$ cat src/rtl/ccff_pkg.sv
// Shared types and helpers for the configuration-chain loader.
// Imported by the loader top and its readback packer.
package ccff_pkg;

    typedef enum logic [1:0] {
        IDLE,
        LOAD,
        FLUSH
    } state_e;

    function automatic int idx_w(input int w);
        return (w > 1) ? $clog2(w) : 1;
    endfunction

    // Readback words produced by one full load: ceil(chain_len / data_w)
    function automatic int rb_words(input int chain_len, input int data_w);
        return (chain_len + data_w - 1) / data_w;
    endfunction

endpackage

$ cat src/rtl/ccff_loader_if.sv
// Config stream, readback stream and serial chain pins of the loader.
// master = loader side, slave = bitstream source / sink / chain side.
interface ccff_loader_if #(
    parameter int DATA_W = 32
);
    logic [DATA_W-1:0] cfg_data;
    logic              cfg_valid;
    logic              cfg_ready;
    logic [DATA_W-1:0] rb_data;
    logic              rb_valid;
    logic              rb_ready;
    logic              ccff_head;
    logic              ccff_shift_en;
    logic              ccff_tail;

    modport master (
        input  cfg_data, cfg_valid, rb_ready, ccff_tail,
        output cfg_ready, rb_data, rb_valid, ccff_head, ccff_shift_en
    );

    modport slave (
        output cfg_data, cfg_valid, rb_ready, ccff_tail,
        input  cfg_ready, rb_data, rb_valid, ccff_head, ccff_shift_en
    );
endinterface

$ cat src/rtl/ccff_rb_pack.sv
// Readback deserializer: packs ccff_tail bits LSB-first into words and
// holds each word on a valid/ready register; flushes a zero-padded partial.
module ccff_rb_pack
    import ccff_pkg::*;
#(
    parameter int DATA_W = 32
) (
    input  logic              clk_i,
    input  logic              rst_ni,
    input  logic              clr_i,
    input  logic              kill_i,
    input  logic              shift_i,
    input  logic              last_i,
    input  logic              tail_i,
    input  logic              rb_ready_i,
    output logic [DATA_W-1:0] rb_data_o,
    output logic              rb_valid_o
);
    localparam int IW = idx_w(DATA_W);

    logic [DATA_W-1:0] acc_q, acc_d;
    logic [DATA_W-1:0] data_q, data_d;
    logic [IW-1:0]     pos_q, pos_d;
    logic              valid_q, valid_d;

    always_comb begin
        acc_d   = acc_q;
        pos_d   = pos_q;
        data_d  = data_q;
        valid_d = valid_q;
        if (valid_q && rb_ready_i) valid_d = 1'b0;
        if (shift_i) begin
            acc_d[pos_q] = tail_i;
            // accumulator is zeroed per word, so a partial is already padded
            if (last_i || pos_q == IW'(DATA_W - 1)) begin
                data_d  = acc_d;
                valid_d = 1'b1;
                acc_d   = '0;
                pos_d   = '0;
            end else begin
                pos_d = pos_q + 1'b1;
            end
        end
        if (clr_i || kill_i) begin
            acc_d = '0;
            pos_d = '0;
        end
        if (kill_i) valid_d = 1'b0;
    end

    always_ff @(posedge clk_i or negedge rst_ni) begin
        if (!rst_ni) begin
            acc_q   <= '0;
            pos_q   <= '0;
            data_q  <= '0;
            valid_q <= 1'b0;
        end else begin
            acc_q   <= acc_d;
            pos_q   <= pos_d;
            data_q  <= data_d;
            valid_q <= valid_d;
        end
    end

    assign rb_data_o  = data_q;
    assign rb_valid_o = valid_q;

endmodule

$ cat src/rtl/ccff_loader.sv
// Configuration-chain loader: serializes cfg words LSB-first onto ccff_head
// with one shift enable per bit, returning ccff_tail bits as readback words.
module ccff_loader
    import ccff_pkg::*;
#(
    parameter int DATA_W    = 32,
    parameter int CHAIN_LEN = 1024,
    parameter int CNT_W     = 16
) (
    input  logic prog_clk,
    input  logic pReset_n,
    input  logic start,
    input  logic abort,
    output logic busy,
    output logic done,
    ccff_loader_if.master bus
);
    localparam int IW = idx_w(DATA_W);

    state_e            state_q, state_d;
    logic [DATA_W-1:0] sh_q, sh_d;
    logic [IW-1:0]     idx_q, idx_d;
    logic              full_q, full_d;
    logic [CNT_W-1:0]  cnt_q, cnt_d;
    logic              done_q, done_d;

    logic shift, last, buf_end, accept;
    logic clr, kill, rb_valid;

    assign shift   = (state_q == LOAD) && full_q
                     && !(rb_valid && !bus.rb_ready);
    assign last    = shift && (cnt_q == CNT_W'(CHAIN_LEN - 1));
    assign buf_end = shift && (idx_q == IW'(DATA_W - 1));
    assign accept  = bus.cfg_ready && bus.cfg_valid;
    assign clr     = (state_q == IDLE) && start && !abort;
    assign kill    = (state_q != IDLE) && abort;

    assign bus.cfg_ready     = (state_q == LOAD)
                               && (!full_q || buf_end || last);
    assign bus.ccff_shift_en = shift;
    assign bus.ccff_head     = shift && sh_q[idx_q];
    assign bus.rb_valid      = rb_valid;
    assign busy              = (state_q != IDLE);
    assign done              = done_q;

    always_comb begin
        state_d = state_q;
        sh_d    = sh_q;
        idx_d   = idx_q;
        full_d  = full_q;
        cnt_d   = cnt_q;
        done_d  = 1'b0;
        unique case (state_q)
            IDLE: begin
                if (clr) begin
                    state_d = LOAD;
                    sh_d    = '0;
                    idx_d   = '0;
                    full_d  = 1'b0;
                    cnt_d   = '0;
                end
            end
            LOAD: begin
                if (shift) begin
                    cnt_d = cnt_q + 1'b1;
                    idx_d = idx_q + 1'b1;
                    if (buf_end) full_d = 1'b0;
                end
                // a word accepted on the last buffered bit follows with no bubble
                if (accept) begin
                    sh_d   = bus.cfg_data;
                    idx_d  = '0;
                    full_d = 1'b1;
                end
                if (last) begin
                    state_d = FLUSH;
                    full_d  = 1'b0;
                end
            end
            FLUSH: begin
                if (!rb_valid) begin
                    state_d = IDLE;
                    done_d  = 1'b1;
                end
            end
            default: state_d = IDLE;
        endcase
        if (kill) begin
            state_d = IDLE;
            full_d  = 1'b0;
            done_d  = 1'b0;
        end
    end

    always_ff @(posedge prog_clk or negedge pReset_n) begin
        if (!pReset_n) begin
            state_q <= IDLE;
            sh_q    <= '0;
            idx_q   <= '0;
            full_q  <= 1'b0;
            cnt_q   <= '0;
            done_q  <= 1'b0;
        end else begin
            state_q <= state_d;
            sh_q    <= sh_d;
            idx_q   <= idx_d;
            full_q  <= full_d;
            cnt_q   <= cnt_d;
            done_q  <= done_d;
        end
    end

    ccff_rb_pack #(
        .DATA_W (DATA_W)
    ) u_rb (
        .clk_i      (prog_clk),
        .rst_ni     (pReset_n),
        .clr_i      (clr),
        .kill_i     (kill),
        .shift_i    (shift),
        .last_i     (last),
        .tail_i     (bus.ccff_tail),
        .rb_ready_i (bus.rb_ready),
        .rb_data_o  (bus.rb_data),
        .rb_valid_o (rb_valid)
    );

endmodule

$ cat src/flat_wrapper.sv
// flat-port wrapper written by rule: the top's interface ports become plain ports
module ccff_loader_flat import ccff_pkg::*;
#(
    parameter int DATA_W    = 32,
    parameter int CHAIN_LEN = 1024,
    parameter int CNT_W     = 16
)
  (prog_clk, pReset_n, start, abort, busy, done, bus_cfg_data, bus_cfg_valid, bus_rb_ready, bus_ccff_tail, bus_cfg_ready, bus_rb_data, bus_rb_valid, bus_ccff_head, bus_ccff_shift_en);
  ccff_loader_if #(.DATA_W(DATA_W)) bus_i ();
  input  logic prog_clk;
  input  logic pReset_n;
  input  logic start;
  input  logic abort;
  output logic busy;
  output logic done;
  input wire logic [$bits(bus_i.cfg_data)-1:0] bus_cfg_data;
  input wire logic [$bits(bus_i.cfg_valid)-1:0] bus_cfg_valid;
  input wire logic [$bits(bus_i.rb_ready)-1:0] bus_rb_ready;
  input wire logic [$bits(bus_i.ccff_tail)-1:0] bus_ccff_tail;
  output wire logic [$bits(bus_i.cfg_ready)-1:0] bus_cfg_ready;
  output wire logic [$bits(bus_i.rb_data)-1:0] bus_rb_data;
  output wire logic [$bits(bus_i.rb_valid)-1:0] bus_rb_valid;
  output wire logic [$bits(bus_i.ccff_head)-1:0] bus_ccff_head;
  output wire logic [$bits(bus_i.ccff_shift_en)-1:0] bus_ccff_shift_en;
  assign bus_i.cfg_data = bus_cfg_data;
  assign bus_i.cfg_valid = bus_cfg_valid;
  assign bus_i.rb_ready = bus_rb_ready;
  assign bus_i.ccff_tail = bus_ccff_tail;
  assign bus_cfg_ready = bus_i.cfg_ready;
  assign bus_rb_data = bus_i.rb_data;
  assign bus_rb_valid = bus_i.rb_valid;
  assign bus_ccff_head = bus_i.ccff_head;
  assign bus_ccff_shift_en = bus_i.ccff_shift_en;
  ccff_loader #(.DATA_W(DATA_W), .CHAIN_LEN(CHAIN_LEN), .CNT_W(CNT_W)) u_core (.prog_clk(prog_clk), .pReset_n(pReset_n), .start(start), .abort(abort), .busy(busy), .done(done), .bus(bus_i));
endmodule
$ cat config.mk
export PLATFORM = sky130hd
export DESIGN_NAME = ccff_loader_flat
export DESIGN_NICKNAME = d
export VERILOG_FILES = /design/src/rtl/ccff_pkg.sv /design/src/rtl/ccff_loader_if.sv /design/src/rtl/ccff_rb_pack.sv /design/src/rtl/ccff_loader.sv /design/src/flat_wrapper.sv
export SDC_FILE = /design/constraint.sdc
export NUM_CORES = 1
export LEC_CHECK = 0
export ABC_AREA = 1
export BUFFER_PORTS_ARGS = -buffer_cell sky130_fd_sc_hd__buf_2
export CAP_MARGIN = 20
export CORE_ASPECT_RATIO = 0.5
export CORE_UTILIZATION = 53
export DETAILED_ROUTE_END_ITERATION = 12
export GPL_TIMING_DRIVEN = 0
export PLACE_DENSITY = 0.85
export REMOVE_ABC_BUFFERS = 1
export SLEW_MARGIN = 20
export SYNTH_ARGS = -nofsm -noshare
export SYNTH_HDL_FRONTEND = slang
export SYNTH_SLANG_ARGS = --single-unit
export TNS_END_PERCENT = 50
$ cat constraint.sdc
create_clock -name prog_clk -period 2.03 [get_ports prog_clk]
set_clock_uncertainty 0.1 [all_clocks]
set_input_delay 0.3045 -clock prog_clk [delete_from_list [all_inputs] [get_ports prog_clk]]
set_output_delay 0.3045 -clock prog_clk [all_outputs]
set_load 0.03 [all_outputs]
=== Word level (Yosys, flattened, before mapping) ===
Cells that the tools add are included.

* $add $sub $neg: 3
* Eq/ne operators: 14
* Reduce and logical (&&, ||, !) cells: 32
* Multiplexer cells: 40
* $lt $le $gt $ge: 3

{| class="wikitable"
|+ Operators with widths
! kind !! number
|-
| 32-bit two-way mux || 5
|-
| 32-bit case mux with 2 select lines || 1
|-
| 32-bit bitwise mux || 1
|-
| 16-bit two-way mux || 2
|-
| 16-bit case mux with 2 select lines || 1
|-
| 5-bit two-way mux || 6
|-
| 16-bit by 1-bit adder with 16-bit output, second input constant || 1
|-
| 16-bit by 10-bit == test with 1-bit output, second input constant || 1
|-
| 1-bit two-way mux || 15
|-
| 1-bit logical AND || 13
|-
| 5-bit by 6-bit < comparator with 1-bit output, second input constant || 2
|-
| 3-bit AND reduction || 4
|-
| 5-bit by 1-bit adder with 5-bit output, second input constant || 2
|-
| 5-bit == test, second input constant || 2
|-
| 5-bit by 2-bit inequality test with 1-bit output, second input constant || 2
|-
| 5-bit case mux with 2 select lines || 1
|-
| 2-bit two-way mux || 4
|-
| 3-bit inequality test, second input constant || 2
|-
| 2-bit case mux with 3 select lines || 1
|-
| 2-bit nonzero test || 3
|-
| 1-bit binary-select mux with 5-bit select || 1
|-
| 1-bit demux with 5-bit select || 1
|-
| 5-bit by 1-bit greater-or-equal comparator with 1-bit output, second input constant || 1
|-
| 1-bit zero test || 4
|-
| other kinds (12) || 16
|}

* Word-level logic and storage cells: 102
* Register bits: 127
* Input bits: 39

=== Logic depth before layout (Yosys ltp) ===
* Depth after elaboration: 13
* Gate-level depth with buffers: 13

=== Cells and area by module ===
From an unflattened synthesis, not the netlist that was laid out.

* Cell total of the unflattened synthesis: 854
* Area, all modules: 6,729.0 µm²

{| class="wikitable"
|+ By module, submodules not included
! module !! times used !! cells an instance !! area an instance (µm²) !! sequential area each (µm²)
|-
| ccff_rb_pack || 1 || 464 || 3,663.5 || 1,751.7
|-
| ccff_loader || 1 || 390 || 3,065.4 || 1,426.4
|}

=== Least setup slack after synthesis ===
Ideal clock, no wire load.

* Path type: flip-flop to output port
* Start: register u_core.idx_q[0]
* End: output port bus_ccff_head
* Stages on the path, launching flop included: 10
* Path slack: -0.142 ns
* Arrival: 1.768 ns
* Path buffers: 2
* Cell sequence: dfrtp_1 > buf_2 > inv_1 > clkbuf_1 > o21ai_0 > o211ai_1 > nand3_1 > nand3_1 > nand2_1 > nor2_1

* Cells in the longest elaborated chain, start to end: 3

{| class="wikitable"
|+ RTL lines
! item !! line !! RTL
|-
| start, declared || ccff_loader.sv:22 || <nowiki>logic [IW-1:0] idx_q, idx_d;</nowiki>
|-
| start signal, assigned || ccff_loader.sv:106 || <nowiki>idx_q <= idx_d;</nowiki>
|-
| 1-bit binary-select mux with 5-bit select || ccff_loader.sv:41 || <nowiki>assign bus.ccff_head = shift && sh_q[idx_q];</nowiki>
|-
| 1-bit two-way mux (implied by the code) || ccff_loader.sv:41 ||
|-
| 1-bit logical AND || ccff_loader.sv:41 ||
|-
| end, declared || flat_wrapper.sv:23 || <nowiki>output wire logic [$bits(bus_i.ccff_head)-1:0] bus_ccff_head;</nowiki>
|}

Every way passes these cells. The select of a mux whose other input is x is not followed.

=== Worst setup path after layout ===
Ends and elaborated chain as after synthesis.

==> impl_metrics.env <==
export IMPL_min_period_ns=2.57
export IMPL_dr_wl_met2_microns=9260
export IMPL_top_layer="met4"
export IMPL_num_io_pins=77
export IMPL_m1WireLength_microns=7600
export IMPL_hp_class="input port to flip-flop"
export IMPL_grt_max_degree=89
export IMPL_reg2reg_to="u_core.idx_q[1]"
export IMPL_clock_sinks=127
export IMPL_synth_simple_area_share_pct=22.6
export IMPL_design_area_sq_um=8250
export IMPL_final_net_count=961
export IMPL_crit_fanout=5
export IMPL_holdPathStages=2
export IMPL_clockBufferDepth=2
export IMPL_ys_seq_area_share_pct=50.8
export IMPL_clkTransAtPathRegs_ns=0.06
export IMPL_n_antenna_cell=0
export IMPL_ys_flop_type="dfrtp_1"
export IMPL_clkLatencyLatePin_ns=0.43
export IMPL_first_pass_iters=5
export IMPL_gp_congestion=0.861
export IMPL_area_growth_synth_to_final_pct=32.0
export IMPL_rsz0062_at_grt="yes"
export IMPL_ys_types=38
export IMPL_place_inst=985
export IMPL_violations="setup timing"
export IMPL_fillers=746
export IMPL_grt_util_all_layers_pct=28.7
export IMPL_max_freq_mhz=389
export IMPL_status="complete, but fails checks"
export IMPL_synthCells=787
export IMPL_cts_buffers=17
export IMPL_regToRegStartpoint="u_core.idx_q[1]"
export IMPL_tritoncts="done"
export IMPL_synth_xor_area_share_pct=0.701
export IMPL_fin_ws_ns=-0.539
export IMPL_synth_edf_count=0
export IMPL_setup_worst_path_start_class="flip-flop"
export IMPL_ys_seq_elements=127
export IMPL_crit_end="bus_ccff_head"
export IMPL_wl_per_cell_microns=17.6
export IMPL_initial_core_util_pct=55.6
export IMPL_synth_area_per_cell_sq_um=7.94
export IMPL_synth_warnings=0
export IMPL_fin_cells=1086
export IMPL_drt_iter0_drc=709
export IMPL_coreArea_sq_um=11200
export IMPL_grt_pass1_vias=5565
export IMPL_wl_microns=19100
export IMPL_cts_htree_levels=4
export IMPL_cp_end_kind="output port"
export IMPL_peakVddDrop_uv=487
export IMPL_grt_overflow=0
export IMPL_wl_met3_microns=1670
export IMPL_hold_violations=0
export IMPL_syn_area_sq_um=6250
export IMPL_viasPerCell=5.79
export IMPL_drive_above_1_share_pct=25.6
export IMPL_slew_limit_headroom_pct=38.2
export IMPL_fp_dieH_microns=78.8
export IMPL_antenna_found_initial=0
export IMPL_synth_compound_area_share_pct=17.0
export IMPL_max_cap_violations=0
export IMPL_portBuffers=76
export IMPL_synthArstFlopShare_pct=100
export IMPL_setup_violations=42
export IMPL_tightest_slew_ns=0.926
export IMPL_reg2regPathDepth=12
export IMPL_reg2reg_slack_ns=-0.31
export IMPL_grt_pass1_wl_microns=27200
export IMPL_arrival_ns=2.16
export IMPL_cp_required_ns=1.63
export IMPL_power_density_nw_per_um2=956
export IMPL_min_period_over_period_pct=127
export IMPL_synthAdderAreaFrac_pct=1.60
export IMPL_crit_path_start="u_core.idx_q[0]"
export IMPL_root_buffer="clkbuf_16"
export IMPL_drc=0
export IMPL_synth_top_family_by_area="simple AND/OR/NAND/NOR gates"
export IMPL_dieWidth_microns=156
export IMPL_die_area_sq_um=12300
export IMPL_dpl_instance_area_sq_um=6720
export IMPL_dpl_hpwl_microns=8750
export IMPL_p_leak_uw=0.00383
export IMPL_num_rows=27
export IMPL_synthMuxAreaShare_pct=0
export IMPL_antenna_left=0
export IMPL_worstSetupPathType="flip-flop to output port"
export IMPL_slew_violations=0
export IMPL_vias=6292
-- report_power, final --
group / switching [uW] / total (uW) / internal [uW]
logic: 1160 / 1770 / 605
registers: 196 / 2980 / 2780
clock network: 1260 / 3140 / 1880
total: 2620 / 7880 / 5270
-- area by class of cell --
class / instances / area, sq um / share of cell area [%]
clock inverters: 14 / 170 / 2.06
repair buffers: 134 / 970 / 11.8
clock buffers: 18 / 439 / 5.32
inverters: 72 / 294 / 3.56
well taps: 159 / 199 / 2.41
flip-flops and latches: 127 / 3190 / 38.7
repair inverters: 1 / 8.76 / 0.106
multi-input cells: 561 / 2980 / 36.1
-- worst min-delay path by stage --
stage | from | endpoint
3_5_place_dp | pReset_n | u_core.u_rb.acc_q[10]
4_1_cts | abort | u_core.done
6_report | abort | u_core.done
5_1_grt | abort | u_core.done
2_1_floorplan | pReset_n | u_core.cnt_q[0]
3_3_place_gp | u_core.sh_q[17] | u_core.sh_q[17]
-- kinds of logic (layout without fill, tap and decap cells) --
group | count (synthesis) | count (layout)
AND/OR/NAND/NOR | 340 | 352
AO/OA/AOI/OAI | 196 | 196
buffers and inverters | 111 | 239
XOR/XNOR | 5 | 5
flip-flops | 127 | 127
adder cells (fa/ha/maj) | 8 | 8
-- synth_stat cells (all sizes together), types with 2 or more instances --
| cell | number | area share, % |
|---|---|---|
| ha | 8 | 1.6 |
| nand3 | 24 | 2.4 |
| xor2 | 4 | 0.56 |
| nand4 | 3 | 0.30 |
| nor2 | 93 | 5.8 |
| a211oi | 4 | 0.48 |
| nor3 | 6 | 0.64 |
| o31ai | 3 | 0.36 |
| inv | 71 | 4.3 |
| a31oi | 11 | 1.1 |
| a21oi | 54 | 4.3 |
| clkbuf | 18 | 1.1 |
| nor4 | 2 | 0.20 |
| o22ai | 5 | 0.50 |
| o211ai | 4 | 0.48 |
| dfrtp | 127 | 51 |
| nand2 | 211 | 13 |
| o21ai | 112 | 9.3 |
| buf | 21 | 1.9 |
-- critical path: stages, from the launching register on --
cell,delay (ns)
dfrtp_4,0.51
clkinvlp_4,0.10
buf_4,0.11
buf_6,0.10
nor2_1,0.04
o22ai_1,0.21
nand2_1,0.11
nand2_1,0.10
nand2_1,0.07
nand2_1,0.07
nor2_1,0.04
nor2_2,0.13
buf_6,0.15
-- cell usage in the layout, fill, tap and decap left out, types with 3 or more instances in the layout --
cell / count
o21ai_2: 8
inv_1: 65
ha_2: 4
o211ai_1: 4
buf_4: 44
a31oi_1: 10
nand2_1: 201
dfrtp_1: 120
nand2_8: 8
o21ai_1: 18
clkinv_4: 3
buf_12: 5
nor2_1: 80
nand2_4: 4
buf_2: 72
o22ai_1: 5
nor2_2: 5
xor2_1: 4
nand3_1: 20
a211oi_1: 4
o31ai_1: 3
a21oi_1: 52
nand4_1: 3
nand2_2: 6
inv_6: 7
nor3_1: 4
buf_6: 9
clkinvlp_4: 5
o21ai_0: 86
nand3_4: 3
clkbuf_16: 18
nor2_4: 12
dfrtp_2: 6
-- routing by layer --
| metal | track usage, % | vias to the layer above |
|---|---|---|
| met5 | 0 | - |
| met4 | 12.5 | 0 |
| li1 | - | 2831 |
| met1 | 36.5 | 2980 |
| met3 | 5.62 | 82 |
| met2 | 48.3 | 399 |
-- what timing repair did --
| item | in CTS | in global routing |
|---|---|---|
| gates cloned | 5 | 9 |
| setup buffers | 32 | 23 |
| resized for setup | 47 | 52 |
| hold endpoints to repair | 39 | 0 |
| setup endpoints to repair | 125 | 109 |
| pin swaps | 19 | 21 |
| hold buffers | 1 | 0 |
-- per-stage QoR --
stage / TNS [ns] / setup WS (ns) / hold slack [ns] / util (%) / power, uW
2_1_floorplan: -89.95 / -0.966 / -0.0911 / - / 3700
3_3_place_gp: -293.97 / -1.61 / 0.362 / 59.0 / 4010
6_report: -8.70 / -0.539 / 0.0284 / 73.3 / 7880
5_1_grt: -13.03 / -0.614 / 0.0136 / 73.3 / 8150
3_5_place_dp: -100.60 / -1.30 / 0.111 / 59.7 / 4090
4_1_cts: -6.35 / -0.330 / 0.00315 / 69.3 / 7380
-- registers in the layout (all words and copies together), names as in the netlist --
name and flops:
u_core.u_rb.acc_q 32, u_core.sh_q 32, u_core.full_q 1, u_core.idx_q 5, u_core.state_q 2, u_core.u_rb.rb_valid_o 1, u_core.done 1, u_core.cnt_q 16
u_core.u_rb.pos_q 5, u_core.u_rb.rb_data_o 32
No activity file was read; power rests on OpenSTA's default activity.
